## src/rtl/id_scoreboard.sv

```systemverilog
// id_scoreboard: decode-stage register scoreboard.
// Each register that a multi-cycle in-flight operation will write has a
// latency countdown. A decoding instruction stalls when it reads a register
// that is still counting down (RAW), or when it writes a register whose older
// pending write would complete after its own result is ready (WAW).
//
// Issue handshake: issue_valid_i is the request and issue_o is the accept.
// An instruction is consumed only in a cycle where issue_o=1. While stall_o=1
// the decoder must hold the same instruction and keep issue_valid_i asserted.
// A flush or reset cycle never accepts, even when no hazard is present.
module id_scoreboard #(
  parameter int REG_NUM    = 32,
  parameter int REG_ADDR_W = 5,
  parameter int NUM_RD     = 2,
  parameter int LAT_W      = 4
) (
  input  logic                         clk,
  input  logic                         rst,
  input  logic                         issue_valid_i,
  input  logic [NUM_RD-1:0]            rd_en_i,
  input  logic [NUM_RD*REG_ADDR_W-1:0] rd_addr_i,
  input  logic                         wr_en_i,
  input  logic [REG_ADDR_W-1:0]        wr_addr_i,
  input  logic [LAT_W-1:0]             wr_lat_i,
  input  logic                         flush_i,
  output logic                         stall_o,
  output logic                         issue_o,
  output logic [REG_NUM-1:0]           busy_o,
  output logic [31:0]                  stall_cnt_o
);

  // Register 0 has no countdown; it is hard-wired zero and never busy.
  logic [LAT_W-1:0]   r_cnt [1:REG_NUM-1];
  logic [31:0]        r_stall_cnt;

  logic [REG_NUM-1:0] w_busy;
  logic               w_raw;
  logic               w_waw;
  logic [LAT_W-1:0]   w_wr_cnt;
  logic               w_stall;
  logic               w_issue;
  logic               w_load;

  // A register is pending while its countdown is nonzero.
  always_comb begin
    w_busy = '0;
    for (int r = 1; r < REG_NUM; r++) begin
      w_busy[r] = (r_cnt[r] != '0);
    end
  end

  // RAW: any enabled source port names a pending register. The address is
  // compared against every valid register index, so r0 and out-of-range
  // addresses never match.
  always_comb begin
    w_raw = 1'b0;
    for (int k = 0; k < NUM_RD; k++) begin
      for (int r = 1; r < REG_NUM; r++) begin
        if (rd_en_i[k] &&
            (rd_addr_i[k*REG_ADDR_W +: REG_ADDR_W] == REG_ADDR_W'(r)) &&
            w_busy[r]) begin
          w_raw = 1'b1;
        end
      end
    end
  end

  // Remaining countdown of the destination register (0 for r0/out of range).
  always_comb begin
    w_wr_cnt = '0;
    for (int r = 1; r < REG_NUM; r++) begin
      if (wr_addr_i == REG_ADDR_W'(r)) begin
        w_wr_cnt = r_cnt[r];
      end
    end
  end

  // WAW: the older write would land after this one, so this one must wait.
  assign w_waw   = wr_en_i && (w_wr_cnt > wr_lat_i);
  assign w_stall = issue_valid_i && (w_raw || w_waw) && !rst;
  assign w_issue = issue_valid_i && !w_stall && !flush_i && !rst;
  // Zero-latency results are forwarded normally and need no tracking.
  assign w_load  = w_issue && wr_en_i && (wr_lat_i != '0);

  // Countdown update: reset/flush clear, otherwise decrement, and a newly
  // issued multi-cycle write reloads its register (load wins over decrement).
  always_ff @(posedge clk) begin
    if (rst) begin
      for (int r = 1; r < REG_NUM; r++) begin
        r_cnt[r] <= '0;
      end
    end else if (flush_i) begin
      for (int r = 1; r < REG_NUM; r++) begin
        r_cnt[r] <= '0;
      end
    end else begin
      for (int r = 1; r < REG_NUM; r++) begin
        if (w_load && (wr_addr_i == REG_ADDR_W'(r))) begin
          r_cnt[r] <= wr_lat_i;
        end else if (r_cnt[r] != '0) begin
          r_cnt[r] <= r_cnt[r] - 1'b1;
        end
      end
    end
  end

  // Saturating stall-cycle counter; only reset clears it.
  always_ff @(posedge clk) begin
    if (rst) begin
      r_stall_cnt <= '0;
    end else if (w_stall && (r_stall_cnt != 32'hFFFF_FFFF)) begin
      r_stall_cnt <= r_stall_cnt + 32'd1;
    end
  end

  assign stall_o     = w_stall;
  assign issue_o     = w_issue;
  assign busy_o      = w_busy;
  assign stall_cnt_o = r_stall_cnt;

endmodule
```

## config.mk

```make
export PLATFORM = sky130hd
export DESIGN_NAME = id_scoreboard
export DESIGN_NICKNAME = d
export VERILOG_FILES = /design/src/rtl/id_scoreboard.sv
export SDC_FILE = /design/constraint.sdc
export NUM_CORES = 1
export LEC_CHECK = 0
export ABC_AREA = 1
export CORE_MARGIN = 5
export CORE_UTILIZATION = 52
export DETAILED_ROUTE_END_ITERATION = 10
export PLACE_DENSITY = 0.82
export SYNTH_ARGS = -nofsm -noshare
export SYNTH_HDL_FRONTEND = slang
export SYNTH_SLANG_ARGS = --single-unit
```

## constraint.sdc

```tcl
create_clock -name clk -period 13.25 [get_ports clk]
set_clock_uncertainty 0.05 [all_clocks]
set_input_delay 3.3125 -clock clk [delete_from_list [all_inputs] [get_ports clk]]
set_output_delay 3.3125 -clock clk [all_outputs]
set_load 0.03 [all_outputs]
```

---- After elaboration in Yosys (flattened, before gate mapping) ----
Memory sizes are Yosys's and may differ from the RTL's.
Index checks and enable logic that the tools add are counted.
Widths: inputs -> output; s select.
storage, ports and cells
  RAM bits ................................ 124
  bits of input ports ..................... 26
  memories kept ........................... 1
  output and inout bits ................... 66
  logic and storage cells ................. 892
  register bits ........................... 32
memory list
  name   depth  bits a word  rd ports  clocked after Yosys merged registers in  wr ports  line  text
  r_cnt  31     4            31        0                                        31        33    logic [LAT_W-1:0] r_cnt [1:REG_NUM-1];
operators by class
  add/sub/neg operators ................... 32
  reduce and logical (&&, ||, !) cells .... 200
  equality and inequality tests ........... 94
  muxes and demuxes ....................... 470
  bitwise logic cells ..................... 93
  $lt $le $gt $ge ......................... 1
operator list
  operator               count
  $mux 4                 124
  $mux 1                 346
  $eq 5x5->1 const B     48
  $logic_and 1x1->1      164
  $reduce_bool 4->1      32
  $sub 4x1->4 const B    31
  $eq 5x4->1 const B     24
  $or 1x1->1             93
  $eq 5x3->1 const B     12
  $add 32x1->32 const B  1
  $ne 32x32->1 const B   1
  $eq 5x2->1 const B     6
  $eq 5x1->1 const B     3
  $gt 4x4->1             1
  $logic_not 1->1        3
  $logic_or 1x1->1       1

---- Logic depth before layout (Yosys ltp) ----
Gate-level depths: netlist of run 1.
  word-level depth ........................ 81
  gate-level depth with buffers ........... 46
  mapped depth without buffers ............ 46

---- Worst setup path after synthesis of run 1 ----
OpenSTA, ideal clock, no wires.
  kind .................................... in2out
  start point ............................. input wr_addr_i[3]
  end point ............................... output issue_o
  arrival ................................. 6603 ps
  stages .................................. 37
  data required time ...................... 9887 ps
  buffers on the path ..................... 1
  slack ................................... 3284 ps
  cells stage by stage .................... nor2_1 > nand3_1 > inv_1 > nand2_1 > nand2_1 > nand2_1 > nand2_1 > nand3_1 > nand2_1 > nand4_1 > nand2_1 > nand2_1 > nand2_1 > nand3_1 > nand2_1 > nand2_1 > nand2_1 > nand3_1 > nand2_1 > nand3_1 > nand2_1 > nand2_1 > nand2_1 > nand2_1 > nand2_1 > a21oi_1 > ha_1 > a21oi_1 > o21ai_0 > nand3_1 > nand4_1 > nor4_1 > nand4_1 > nor3b_2 > nand3_2 > nor2_4 > buf_4
on the way
  cells in the longest elaborated chain, start to end .. 41
  elaborated cells on any way between the ends .. 71
  those cells by class .................... order compare (1); eq/ne (31); mux (31); reduce/logical (8)
ends and longest elaborated chain
  item                               line  text
  start: declaration                 23    input logic [REG_ADDR_W-1:0] wr_addr_i,
  $eq 5x1->1                         72    if (wr_addr_i == REG_ADDR_W'(r)) begin
  $mux 4 (30 in series)              72
  $mux 4 *                           72
  $gt 4x4->1 *                       79    assign w_waw = wr_en_i && (w_wr_cnt > wr_lat_i);
  $logic_and 1x1->1 *                79
  $logic_or 1x1->1 *                 80    assign w_stall = issue_valid_i && (w_raw || w_waw) && !rst;
  $logic_and 1x1->1 * (2 in series)  80
  $logic_not 1->1 *                  81    assign w_issue = issue_valid_i && !w_stall && !flush_i && !rst;
  $logic_and 1x1->1 * (3 in series)  81
  end: declaration                   27    output logic issue_o,
Mark *: on every way between the ends. The rest lies on a longest branch, timed or not.

---- Worst setup path after layout of run 1 ----
  start point ............................. input wr_addr_i[4]
  end point ............................... output issue_o
Same word-level chain as after synthesis.

==> results of run 1 <==
[worst max path at each step]
stage	from	to	cells past startpoint
6_report	wr_addr_i[4]	issue_o	33
5_1_grt	wr_addr_i[4]	issue_o	33
4_1_cts	wr_addr_i[4]	issue_o	33
3_5_place_dp	wr_addr_i[4]	issue_o	33
3_3_place_gp	wr_addr_i[4]	stall_o	34
2_1_floorplan	wr_addr_i[3]	issue_o	37
[critical path: cells and delay by family]
| kind | cells | cell delay [ps] |
|---|---|---|
| AOI/OAI and AO/OA | 3 | 350 |
| adders and majority gates | 1 | 130 |
| buffers and inverters | 5 | 2100 |
| and+or+nand+nor | 24 | 2970 |
[flip-flops by register name (all words and copies together), names as in the netlist]
name,cells
stall_cnt_o,32
r_cnt,124
[placed cells by master, fill, tap and decap left out, drive strengths merged]
master | synthesis | layout
or3b | 1 | 1
a31oi | 1 | 1
nor2 | 106 | 106
bufinv | 0 | 1
or2 | 4 | 4
xor2 | 25 | 25
a311oi | 2 | 2
o22ai | 126 | 126
nor4 | 12 | 12
nand3 | 167 | 167
a2111oi | 2 | 2
conb | 1 | 1
a22o | 1 | 1
buf | 9 | 7
o21a | 5 | 5
nand2 | 265 | 265
ha | 36 | 36
nor3 | 41 | 41
nor3b | 2 | 2
and3 | 2 | 2
clkbuf | 25 | 17
dfxtp | 32 | 32
edfxtp | 124 | 124
clkinv | 2 | 6
a211oi | 1 | 1
a21oi | 50 | 50
xnor2 | 46 | 46
o41ai | 2 | 2
o311ai | 2 | 2
o21ai | 31 | 31
clkdlybuf4s50 | 0 | 90
a221oi | 1 | 1
nand4 | 35 | 35
inv | 202 | 212
[routing by layer]
| layer | vias to the layer above | global-route usage (%) |
|---|---|---|
| li1 | 4917 | - |
| met1 | 4792 | 35.85 |
| met2 | 567 | 42.89 |
| met3 | 79 | 6.035 |
| met4 | 0 | 9.251 |
| met5 | - | 0 |
[report_power, final]
part | internal [mW] | total (mW) | switching, mW | leakage (nW)
logic | 0.336 | 0.928 | 0.593 | 2.76
clock network | 0.261 | 0.490 | 0.230 | 0.295
registers | 0.669 | 0.759 | 0.0895 | 1.67
[through the flow]
step | cells | utilization (%) | instance area, um^2 | power (mW)
after floorplan | 1361 | - | 10850 | 1.355
after global placement | 1694 | 58.88 | 11990 | 1.651
after detailed placement | 1694 | 58.88 | 11990 | 1.671
after CTS | 1726 | 61.75 | 12570 | 2.165
after global routing | 1726 | 61.75 | 12570 | 2.282
final | 1726 | 61.75 | 12570 | 2.178
[layout make-up]
class,instances,area (um^2),share of cell area [%]
Clock inverter,15,157.7,1.254
Timing Repair Buffer,97,953.4,7.582
Clock buffer,17,425.4,3.383
Sequential cell,156,4364,34.71
Multi-Input combinational cell,967,5570,44.30
Inverter,204,765.7,6.090
Tap cell,270,337.8,2.687
[kinds of logic after synthesis]
group,synth area share [%]
AND/OR/NAND/NOR,28.88
XOR/XNOR,5.730
AO/OA/AOI/OAI,12.45
other,0.03455
flip-flops,40.21
buffers and inverters,8.543
adder cells (fa/ha/maj),4.150
==> metrics.yaml, run 1 <==
outcome:
  status: "complete, no violations"
critical_path:
  reg2reg_from: "r_cnt[0][4]"
  regToRegSetupSlack_ps: 7760
  required_ps: 9890
  slowest_delay_ps: 750
  critPathMaxFanout: 19
  worst_r2r_path_depth: 32
  slowest_stage: "clkdlybuf4s50_1"
  arrival_ps: 8890
  cp_common_cell: "nand4_1"
  r2r_end: "r_cnt[0][114]"
  crit_type: "in -> out"
  cp-end-kind: "output port"
  critPathLaunchType: "input pin"
timing:
  period_share_pct: 92.43
  fin_tns_setup_ps: 0
  fin_hold_ws_ps: 436.1
  worst_pin_slew_ps: 876.7
  hold_viol_final: 0
  max_slew_margin_pct: 41.11
  finalMaxSlewViolations: 0
  fin_ws_ps: 1002
  max_freq_mhz: 81.65
  period_minus_slack_ps: 12250
  setup_violations: 0
  rsz0062_at_grt: "false"
hold_path:
  hold_path_class: "reg -> reg"
  worstHoldStart: "stall_cnt_o[30]"
  whs_endpoint: "stall_cnt_o[30]"
  hold_depth: 2
routing:
  dr_wl_met3_um: 3322
  wl_met2_um: 14780
  top_layer: "met4"
  finalWirelength_um: 32250
  wl_met1_um: 13240
  wl_per_cell_um: 18.69
  drcViolationCount: 0
  num_vias: 10360
  via_per_inst: 5.999
  drtIter0Drc: 1037
  drtPass1Iterations: 6
  drtAntennaViolNets: 0
final_layout:
  drive_above_1_share_pct: 7.074
  diodes: 0
  area_delta_synth_final_pct: 15.86
  fill_cells: 1791
  final_nets: 1505
placement:
  place_congestion: 1.011
  hpwl_um: 23560
  pre_cts_ws_ps: 1110
  port_buffers: 90
synth:
  synth_area_leaders: "edfxtp_1 34%, nand2_1 9.0%, o22ai_1 7.3%, inv_1 6.9%, dfxtp_1 5.9%"
  yosysMostFrequentCell: "nand2_1"
  yosys.area.top_type: "edfxtp_1"
  avgSynthCellArea_um2: 7.974
  ys.flop_type: "edfxtp_1"
  synth_top_area_share_pct: 34.31
  yosysUniqueCellTypes: 44
  yosysSeqAreaShare_pct: 40.21
  synth_edf_count: 124
  netlist_area_mm2: 0.01085
  syn_nets: 1423
  async_flop_share_pct: 0
  synthCells: 1361
  synth_commonest_cells: "261 x nand2_1, 199 x inv_1, 126 x o22ai_1"
  synth_warnings: 0
  synth_seq_cells: 156
global_routing:
  overflow: 0
  gr-usage-all-layers_pct: 26.74
  grt_max_degree: 64
  antenna_found_initial: 0
  grt_pass1_wl_um: 51550
  grt_pass1_vias: 9995
clocking:
  cts_buffers: 17
  cts_root_buffer: "clkbuf_16"
  clockBufferDepth: 2
  clk_pin_slew_ps: 80
  cts_tree: "built"
  htreeDepth: 4
  cts_resized: 0
  post-cts-setup-buffer-count: 0
  clk_latency_ps: 440
  cts_sinks: 156
  postCtsHoldBufs: 0
flow_run:
  maxCapViolCount: 0
power_and_ir_drop:
  p_leak_nw: 4.721
  pwr_density_cell_mw_per_mm2: 173.2
  max-vdd-ir-drop_mv: 0.09732
floorplanning:
  dieArea_mm2: 0.02386
  die_h_um: 154.5
  io_pins: 92
  die_x_um: 154.5
  fp-row-count: 52
  start_util_pct: 53.29
  core_mm2: 0.02036
(Power assumes the default switching activity.)
==> run 2: changes to the inputs <==
--- a/config.mk
+++ b/config.mk
@@ -6,10 +6,12 @@
 export NUM_CORES = 1
 export LEC_CHECK = 0
 export ABC_AREA = 1
+export CAP_MARGIN = 20
 export CORE_MARGIN = 5
 export CORE_UTILIZATION = 52
 export DETAILED_ROUTE_END_ITERATION = 10
 export PLACE_DENSITY = 0.82
+export SLEW_MARGIN = 40
 export SYNTH_ARGS = -nofsm -noshare
 export SYNTH_HDL_FRONTEND = slang
 export SYNTH_SLANG_ARGS = --single-unit
==> results of run 2 <==
Final layout, timing and power as in run 1 (identical DEF).
